**config.mk**
```make
export PLATFORM = sky130hd
export DESIGN_NAME = memory_access
export DESIGN_NICKNAME = d
export VERILOG_FILES = /design/src/rtl/mem_pkg.sv /design/src/rtl/mem_align.sv /design/src/rtl/memory_access.sv
export SDC_FILE = /design/constraint.sdc
export NUM_CORES = 1
export LEC_CHECK = 0
export ABC_AREA = 1
export ABC_CLOCK_PERIOD_IN_PS = 2000
export CAP_MARGIN = 20
export CORE_MARGIN = 3
export CORE_UTILIZATION = 41
export DETAILED_ROUTE_END_ITERATION = 7
export PLACE_DENSITY = 0.93
export SKIP_CTS_REPAIR_TIMING = 1
export SYNTH_ARGS = -nofsm -noshare
export SYNTH_HDL_FRONTEND = slang
export SYNTH_SLANG_ARGS = --single-unit
export TNS_END_PERCENT = 5
```
**constraint.sdc**
```tcl
create_clock -name clk -period 2 [get_ports clk]
set_input_delay 0.4 -clock clk [delete_from_list [all_inputs] [get_ports clk]]
set_output_delay 0.4 -clock clk [all_outputs]
set_load 0.01 [all_outputs]
```
**src/rtl/mem_pkg.sv**
```systemverilog
// mem_pkg: shared types for the MEM pipeline stage.
package mem_pkg;
    typedef enum logic [1:0] {SZ_BYTE = 2'b00, SZ_HALF = 2'b01, SZ_WORD = 2'b10} mem_size_t;
    typedef enum logic {MS_IDLE, MS_WAIT} mem_state_t;
    typedef struct packed {
        logic        valid;
        logic        reg_write;
        logic        mem_to_reg;
        logic        mem_write;
        mem_size_t   size;
        logic        sgn;
        logic [31:0] alu;
        logic [31:0] wdata;
        logic [4:0]  wreg;
    } exmem_t;
endpackage

```
**src/rtl/mem_align.sv**
```systemverilog
// mem_align: alignment check, byte-lane steering for stores and lane extraction/extension for loads.
module mem_align
    import mem_pkg::*;
(
    input  mem_size_t   size,
    input  logic        sgn,
    input  logic [1:0]  lane,
    input  logic [31:0] wdata,
    input  logic [31:0] rdata,
    output logic        misaligned,
    output logic [3:0]  be,
    output logic [31:0] wlane,
    output logic [31:0] rext
);
    logic [31:0] sh;
    always_comb begin
        sh         = rdata >> {lane, 3'b000};
        misaligned = size == SZ_HALF ? lane[0] : size == SZ_BYTE ? 1'b0 : |lane;
        be         = size == SZ_BYTE ? 4'b0001 << lane :
                     size == SZ_HALF ? (lane[1] ? 4'b1100 : 4'b0011) : 4'b1111;
        wlane      = size == SZ_BYTE ? {4{wdata[7:0]}} :
                     size == SZ_HALF ? {2{wdata[15:0]}} : wdata;
        rext       = size == SZ_BYTE ? {{24{sgn & sh[7]}}, sh[7:0]} :
                     size == SZ_HALF ? {{16{sgn & sh[15]}}, sh[15:0]} : rdata;
    end
endmodule

```
**src/rtl/memory_access.sv**
```systemverilog
// memory_access: MEM stage holding the EX/MEM register and running req/ack data-memory accesses.
module memory_access
    import mem_pkg::*;
#(
    parameter int TIMEOUT_CYCLES = 16
) (
    input  logic        clk,
    input  logic        rst,
    input  logic        valid_e,
    input  logic        reg_write_e,
    input  logic        mem_to_reg_e,
    input  logic        mem_write_e,
    input  mem_size_t   mem_size_e,
    input  logic        mem_signed_e,
    input  logic [31:0] alu_out_e,
    input  logic [31:0] write_data_e,
    input  logic [4:0]  write_reg_e,
    output logic        stall_m,
    output logic        reg_write_m,
    output logic        mem_to_reg_m,
    output logic [31:0] alu_out_m,
    output logic [31:0] read_data_m,
    output logic [4:0]  write_reg_m,
    output logic        addr_err_m,
    output logic        bus_err_m,
    output logic        dmem_req,
    output logic        dmem_we,
    output logic [31:0] dmem_addr,
    output logic [3:0]  dmem_be,
    output logic [31:0] dmem_wdata,
    input  logic [31:0] dmem_rdata,
    input  logic        dmem_ack
);
    localparam int CW = $clog2(TIMEOUT_CYCLES + 1);
    exmem_t r;
    mem_state_t state, state_n;
    logic [CW-1:0] cnt, cnt_n;
    logic misaligned, mem_op, go, wb_ok;
    logic [3:0] be;
    logic [31:0] wlane, rext;
    mem_align u_align (
        .size(r.size), .sgn(r.sgn), .lane(r.alu[1:0]), .wdata(r.wdata), .rdata(dmem_rdata),
        .misaligned(misaligned), .be(be), .wlane(wlane), .rext(rext)
    );
    always_ff @(posedge clk) begin
        if (rst) begin
            r     <= '0;
            state <= MS_IDLE;
            cnt   <= '0;
        end else begin
            state <= state_n;
            cnt   <= cnt_n;
            if (!stall_m)
                r <= '{valid_e, reg_write_e, mem_to_reg_e, mem_write_e, mem_size_e,
                       mem_signed_e, alu_out_e, write_data_e, write_reg_e};
        end
    end
    // Outputs are gated with rst so the stage is silent during the reset cycle itself.
    always_comb begin
        mem_op       = r.valid & (r.mem_to_reg | r.mem_write);
        go           = mem_op & ~misaligned & ~rst;
        bus_err_m    = go & (state == MS_WAIT) & (cnt == CW'(TIMEOUT_CYCLES)) & ~dmem_ack;
        stall_m      = go & ~dmem_ack & ~bus_err_m;
        state_n      = stall_m ? MS_WAIT : MS_IDLE;
        cnt_n        = stall_m ? (state == MS_WAIT ? cnt + CW'(1) : CW'(1)) : '0;
        addr_err_m   = mem_op & misaligned & ~rst;
        wb_ok        = r.valid & ~rst & ~stall_m & ~addr_err_m & ~bus_err_m;
        reg_write_m  = wb_ok & r.reg_write;
        mem_to_reg_m = wb_ok & r.mem_to_reg;
        alu_out_m    = rst ? '0 : r.alu;
        read_data_m  = rst ? '0 : rext;
        write_reg_m  = rst ? '0 : r.wreg;
        dmem_req     = go;
        dmem_we      = go & r.mem_write;
        dmem_addr    = go ? {r.alu[31:2], 2'b00} : '0;
        dmem_be      = go ? be : '0;
        dmem_wdata   = go ? wlane : '0;
    end
endmodule

```
==> results of run 1 <==
-- final cells by class --
cell class | count | area [µm²]
clock inverter | 6 | 48.8
clock buffer | 10 | 239
tap | 143 | 179
fill | 920 | 3170
sequential | 82 | 1650
timing repair buffer | 317 | 3140
inverter | 70 | 269
multi-input combinational | 648 | 2920
-- per-layer routing --
layer / vias to the layer above / GRT usage, %
met4: 2 / 7.50
li1: 3173 / -
met3: 49 / 6.01
met2: 331 / 44.0
met5: - / 0
met1: 2968 / 32.2
-- worst max-delay path by stage --
stage | from | to | slack [ns]
detailed placement | dmem_rdata[7] | read_data_m[22] | -0.62
global route | r[37]$_SDFFE_PP0N_ | read_data_m[9] | -0.28
global placement | dmem_rdata[31] | read_data_m[22] | -0.59
CTS | r[38]$_SDFFE_PP0N_ | reg_write_m | -0.63
floorplan | r[71]$_SDFFE_PP0N_ | read_data_m[21] | 0.17
finish | r[37]$_SDFFE_PP0N_ | read_data_m[9] | -0.19
-- Yosys cell counts (all sizes together) --
cell / n
or2: 1
nor3: 2
a211oi: 1
a31oi: 4
a221oi: 3
clkinv: 2
nand4: 1
buf: 42
a21boi: 1
xnor2: 1
ha: 2
a21oi: 39
o21ai: 16
clkbuf: 17
xor2: 2
nand3b: 25
nand3: 63
inv: 68
dfxtp: 82
nor2: 317
nand2: 168
conb: 1
-- power groups by stage --
stage | registers, mW | logic, mW | clock network, mW
after floorplan | 1.79 | 0.489 | 0
after global placement | 1.80 | 1.08 | 0
after detailed placement | 1.80 | 1.10 | 0
after CTS | 1.76 | 1.11 | 1.63
after global routing | 1.77 | 1.22 | 1.71
final | 1.77 | 1.12 | 1.60
-- kinds of logic after synthesis --
| group | Yosys count | share of synthesized area (%) |
|---|---|---|
| xor gates and xnor gates | 3 | 0.529 |
| and+or+nand+nor | 577 | 47.8 |
| adders and majority gates | 2 | 0.504 |
| AOI/OAI and AO/OA | 64 | 6.88 |
| buffers and inverters | 129 | 11.1 |
| other | 1 | 0.0755 |
| DFF | 82 | 33.1 |
-- sequential cells by signal, indices dropped and copies added, names as in the netlist --
register / cells
r: 76
cnt: 5
state: 1
-- worst max-delay path, stage by stage (launching register included) --
cell and delay, ns:
dfxtp_4 0.39, buf_6 0.13, nand2_2 0.05, nand2_2 0.06, nand2_2 0.06, nand2_2 0.09
nand2_2 0.07, nand2_2 0.10, buf_4 0.11, nand2_1 0.11, nor2_1 0.13, clkbuf_2 0.15
==> run metrics, run 1 <==
clock slew seen by the registers of the worst setup and hold paths 0.06 ns; Final setup violation count 35; Hold Path Origin state$_SDFF_PP0_; Switch Pwr 1.32 mW; via count 6523; Metal-1 WL 7550 µm; cts bufs inserted 9; post-DP HPWL 13600 µm; Top-Level Pins 255; worst slack, placed -0.625 ns; reg2reg path depth 10; Pleak 5.08 nW; Post-Route WL 19600 µm; pwr dens 532 mW/mm²; largest net degree at the start of global routing 76; DP Cell Count 1259; CP startpoint kind flip-flop; placement row count 39; fin nets 1241; cells after synthesis 858; fin cells 1276; core area 0.0116 mm²; failing checks setup timing; Yosys reg bits 82; Int Pwr 3.18 mW; hold_ws 0.499 ns; WL met3 1800 µm; antenna viol nets, final 0; total track usage 25.7%; Die Area 0.0135 mm²; Die Wd 116 µm; CP Max Fanout 4; DR vias/cell 5.11; initial antenna violation count 1; CTS HTree Levels 3; worst flop-to-flop path startpoint r[37]$_SDFFE_PP0N_; fmax 456 MHz; area delta synth->final 70.1%; vias in the first global route 5805; Setup crit end kind primary output; PortBufs 252; slew margin rel. 61.5%; Synthesis Warnings 0; Combinational Power Share 25.0%; Synth top area share 33.1%; clock buffer depth 2; Least-Margin Pin Slew 0.578 ns; Reg-to-Reg End cnt[4]$_SDFF_PP0_; flop2flop setup slack 0.10 ns; post-synthesis cell area 0.00496 mm²; status finished with violations; share of cells above drive strength 1 15.9%; hold worst-path end cnt[0]$_SDFF_PP0_; post-layout util 72.7%; most frequent cells in the layout nor2_1 (299), nand2_1 (152), clkdlybuf4s50_1 (128), dfxtp_1 (80), dlymetal6s2s_1 (80); Final period util 110%; Final Cell Area 0.00845 mm²; Root Buffer clkbuf_16; worst skew pair latency 0.33 ns; DR top layer met5; Routed met2 length 9690 µm; syn_area_per_cell 5.79 µm²; commonest non-fill, non-tap cell in the layout nor2_1; first-pass GRT wire length 28000 µm; Final WS setup -0.194 ns; hold path cells 1; Final Power 4.50 mW; fin crit period 2.19 ns; DP Area 0.00791 mm²; RSZ-0062 raised after global routing true; DR WL/cell 15.3 µm; clock group share of total power 35.7%; Hold Crit Class reg -> reg; first-pass iteration count of the detailed router 7; Initial Util 42.7%; Critical Path RT 1.60 ns; Synth area leader dfxtp_1; CTS tree built; max-cap viol count 0; Fin Clk Skew 0.0102 ns; Slew Limit Fails 0; VDD IR-drop max 359 µV; switching share of power 29.3%; Routability Congestion 0.986; TNS Setup -3.29 ns; critical setup path kind reg -> out; Reg power frac 39.3%; initial DRC count 559; Final Hold Viols 0; sequential share of the synthesized area 33.1%; Synth area leaders dfxtp_1 (33%), nor2_1 (24%), nand2_1 (13%), nand3_1 (6.4%), inv_1 (4.9%); CTS sink count 82; Synth cell types 31; global route total overflow 0; number of diodes 0; Worst Path Arrival 1.79 ns; Die Ht 116 µm; DRC 0
Power figures use the tool's default switching activity.
==> run 2, diff against run 1 <==
--- a/config.mk
+++ b/config.mk
@@ -6,12 +6,12 @@
 export NUM_CORES = 1
 export LEC_CHECK = 0
 export ABC_AREA = 1
-export ABC_CLOCK_PERIOD_IN_PS = 2000
+export ABC_CLOCK_PERIOD_IN_PS = 1820
 export CAP_MARGIN = 20
 export CORE_MARGIN = 3
-export CORE_UTILIZATION = 41
+export CORE_UTILIZATION = 37
 export DETAILED_ROUTE_END_ITERATION = 7
-export PLACE_DENSITY = 0.93
+export PLACE_DENSITY = 0.89
 export SKIP_CTS_REPAIR_TIMING = 1
 export SYNTH_ARGS = -nofsm -noshare
 export SYNTH_HDL_FRONTEND = slang
==> constraint.sdc (replaced) <==
create_clock -name clk -period 1.82 [get_ports clk]
set_input_delay 0.364 -clock clk [delete_from_list [all_inputs] [get_ports clk]]
set_output_delay 0.364 -clock clk [all_outputs]
set_load 0.01 [all_outputs]
==> run 2 against run 1 <==
Effect of this change:
- the flow still finishes with violations (setup timing)
- final cell count grew 3.2%
- design area shrank 2.5%
- non-clock buffer count up 12
- critical path type unchanged
- critical endpoint is now read_data_m[23]
- largest power group unchanged
==> run metrics, run 2 (same netlist as run 1, synthesis figures left out) <==
status finished with violations; failing checks setup timing; Final Hold Viols 0 (unchanged); max-cap viol count 0 (unchanged); first-pass iteration count of the detailed router 5 (-2); worst flop-to-flop path startpoint r[37]$_SDFFE_PP0N_; RSZ-0062 raised after global routing true; number of diodes 0 (unchanged); Final Cell Area 0.00823 mm² (-2.5%); initial DRC count 443 (-21%); placement row count 41 (+5.1%); Top reg by flops r; largest net degree at the start of global routing 76 (unchanged); Hold Crit Class in -> reg; flop2flop setup slack 0.06 ns (-0.04 ns); post-DP HPWL 14000 µm (+3.2%); worst skew pair latency 0.33 ns (about the same); combined area of the multi-input logic cells 0.00299 mm² (+2.4%); TNS Setup -13.85 ns (-10.56 ns); crit path from r[37]$_SDFFE_PP0N_; fin cells 1317 (+3.2%); Final period util 118%; Critical Path RT 1.46 ns (-0.14 ns); reg2reg path depth 11 (+1); DP Cell Count 1294 (+2.8%); Slew Limit Fails 0 (unchanged); max FFs per register 76 (unchanged); initial antenna violation count 1 (unchanged); Root Buffer clkbuf_16; Top-Level Pins 255 (unchanged); critical setup path kind reg -> out; clock slew seen by the registers of the worst setup and hold paths 0.06 ns (about the same); DR WL/cell 14.9 µm (-2.6%); most frequent cells in the layout nor2_1 (290), nand2_1 (155), clkdlybuf4s50_1 (132), dfxtp_1 (78), inv_1 (61); Largest regs r x76, cnt x5, state x1; fin nets 1253 (+0.97%); Setup crit end kind primary output; worst slack, placed -0.773 ns (-0.148 ns); CP Max Fanout 8 (+4); Pleak 4.11 nW (-19%); commonest non-fill, non-tap cell in the layout nor2_1; antenna viol nets, final 0 (unchanged); fin crit period 2.15 ns; pwr dens 597 mW/mm² (+12%); first-pass GRT wire length 28900 µm (+3.1%); clock group share of total power 34.8% (-0.9 points); Initial Util 38.6% (-4.2 points); via count 6491 (-0.49%); Die Wd 122 µm (+5.0%); Routability Congestion 0.875 (-11%); Least-Margin Pin Slew 0.766 ns (+0.188 ns); clock buffer depth 2 (unchanged); area delta synth->final 65.8%; Worst Path Arrival 1.78 ns (about the same); fmax 466 MHz; switching share of power 28.9% (-0.38 points); total track usage 24.1% (-1.6 points); Reg power frac 39.6% (+0.3 points); Die Ht 122 µm (+5.0%); CTS sink count 82 (unchanged); DR vias/cell 4.93 (-3.6%); Post-Route WL 19700 µm (+0.52%); CTS tree built; Reg-to-Reg End r[39]$_SDFFE_PP0N_; slew margin rel. 49.0% (-13 points); Int Pwr 3.49 mW (+9.9%); hold_ws 0.542 ns (+0.0436 ns); CP startpoint kind flip-flop; Fill cells 1164 (+27%); VDD IR-drop max 521 µV (+45%); cts bufs inserted 9 (unchanged); Die Area 0.0148 mm² (+10%); global route total overflow 0 (unchanged); register area 0.00165 mm² (+0.30%); PortBufs 252 (unchanged); share of cells above drive strength 1 22.8% (+6.9 points); Switch Pwr 1.42 mW (+7.9%); core area 0.0129 mm² (+11%); Final WS setup -0.328 ns (-0.133 ns); Fin Clk Skew 0.0103 ns (+0.000147 ns); Worst setup endpoint read_data_m[23]; DP Area 0.00798 mm² (+0.87%); Combinational Power Share 25.6% (+0.6 points); DRC 0 (unchanged); CTS HTree Levels 3 (unchanged); Final setup violation count 82 (+130%); vias in the first global route 5923 (+2.0%)
[run 2: cell count changes in the layout (fill, tap and decap cells not counted), sizes merged]
cell | previous run | this run
clkdlybuf4s50 | 128 | 132
clkinv | 2 | 4
buf | 92 | 123
clkinvlp | 2 | 3
clkbuf | 27 | 66
inv | 72 | 68
dlymetal6s2s | 80 | 19
[run 2: worst min path at each step]
stage                              end  cells after the start  slack, ns         startpoint
finish              r[56]$_SDFFE_PP0N_                      5       0.54                rst
floorplan            cnt[0]$_SDFF_PP0_                      1       0.44   state$_SDFF_PP0_
global placement     cnt[4]$_SDFF_PP0_                      2       0.52  cnt[4]$_SDFF_PP0_
global route        r[56]$_SDFFE_PP0N_                      5       0.55                rst
detailed placement   cnt[4]$_SDFF_PP0_                      2       0.53  cnt[4]$_SDFF_PP0_
CTS                 r[56]$_SDFFE_PP0N_                      5       0.49                rst
[run 2: stage by stage]
stage,util (%),power (mW)
finish,63.9,4.91
global route,63.9,5.15
CTS,64.2,4.92
detailed placement,62.0,3.20
global placement,62.0,3.17
floorplan,-,2.50
[run 2: critical path, stage by stage, from the launching register on]
cell,delay (ns)
dfxtp_4,0.37
nor2_2,0.19
nand2_1,0.08
nand3_1,0.13
nand2_1,0.08
nand2_1,0.10
nand3_4,0.10
buf_6,0.15
nor2_1,0.11
clkbuf_2,0.15
[run 2: layout make-up]
type	instances	share of cell area, %
clock inverter	5	0.486
tap	172	2.61
clock buffer	11	2.95
sequential	82	20.1
inverter	70	3.36
timing repair buffer	329	34.2
multi-input combinational	648	36.3
[run 2: per-layer routing]
metal / part of all wire [%] / GRT usage [%] / routed length (µm)
met5: 0.066 / 0 / 13
met4: 2.9 / 7.07 / 569
met3: 8.6 / 6.73 / 1690
met2: 50 / 42.4 / 9880
met1: 38 / 28.4 / 7530
[run 2: power groups by stage]
stage | Combinational [mW] | Clock, mW | Sequential [mW]
after floorplan | 0.537 | 0 | 1.96
after CTS | 1.23 | 1.76 | 1.94
after detailed placement | 1.22 | 0 | 1.98
final | 1.26 | 1.71 | 1.94
after global placement | 1.20 | 0 | 1.97
after global routing | 1.37 | 1.83 | 1.95
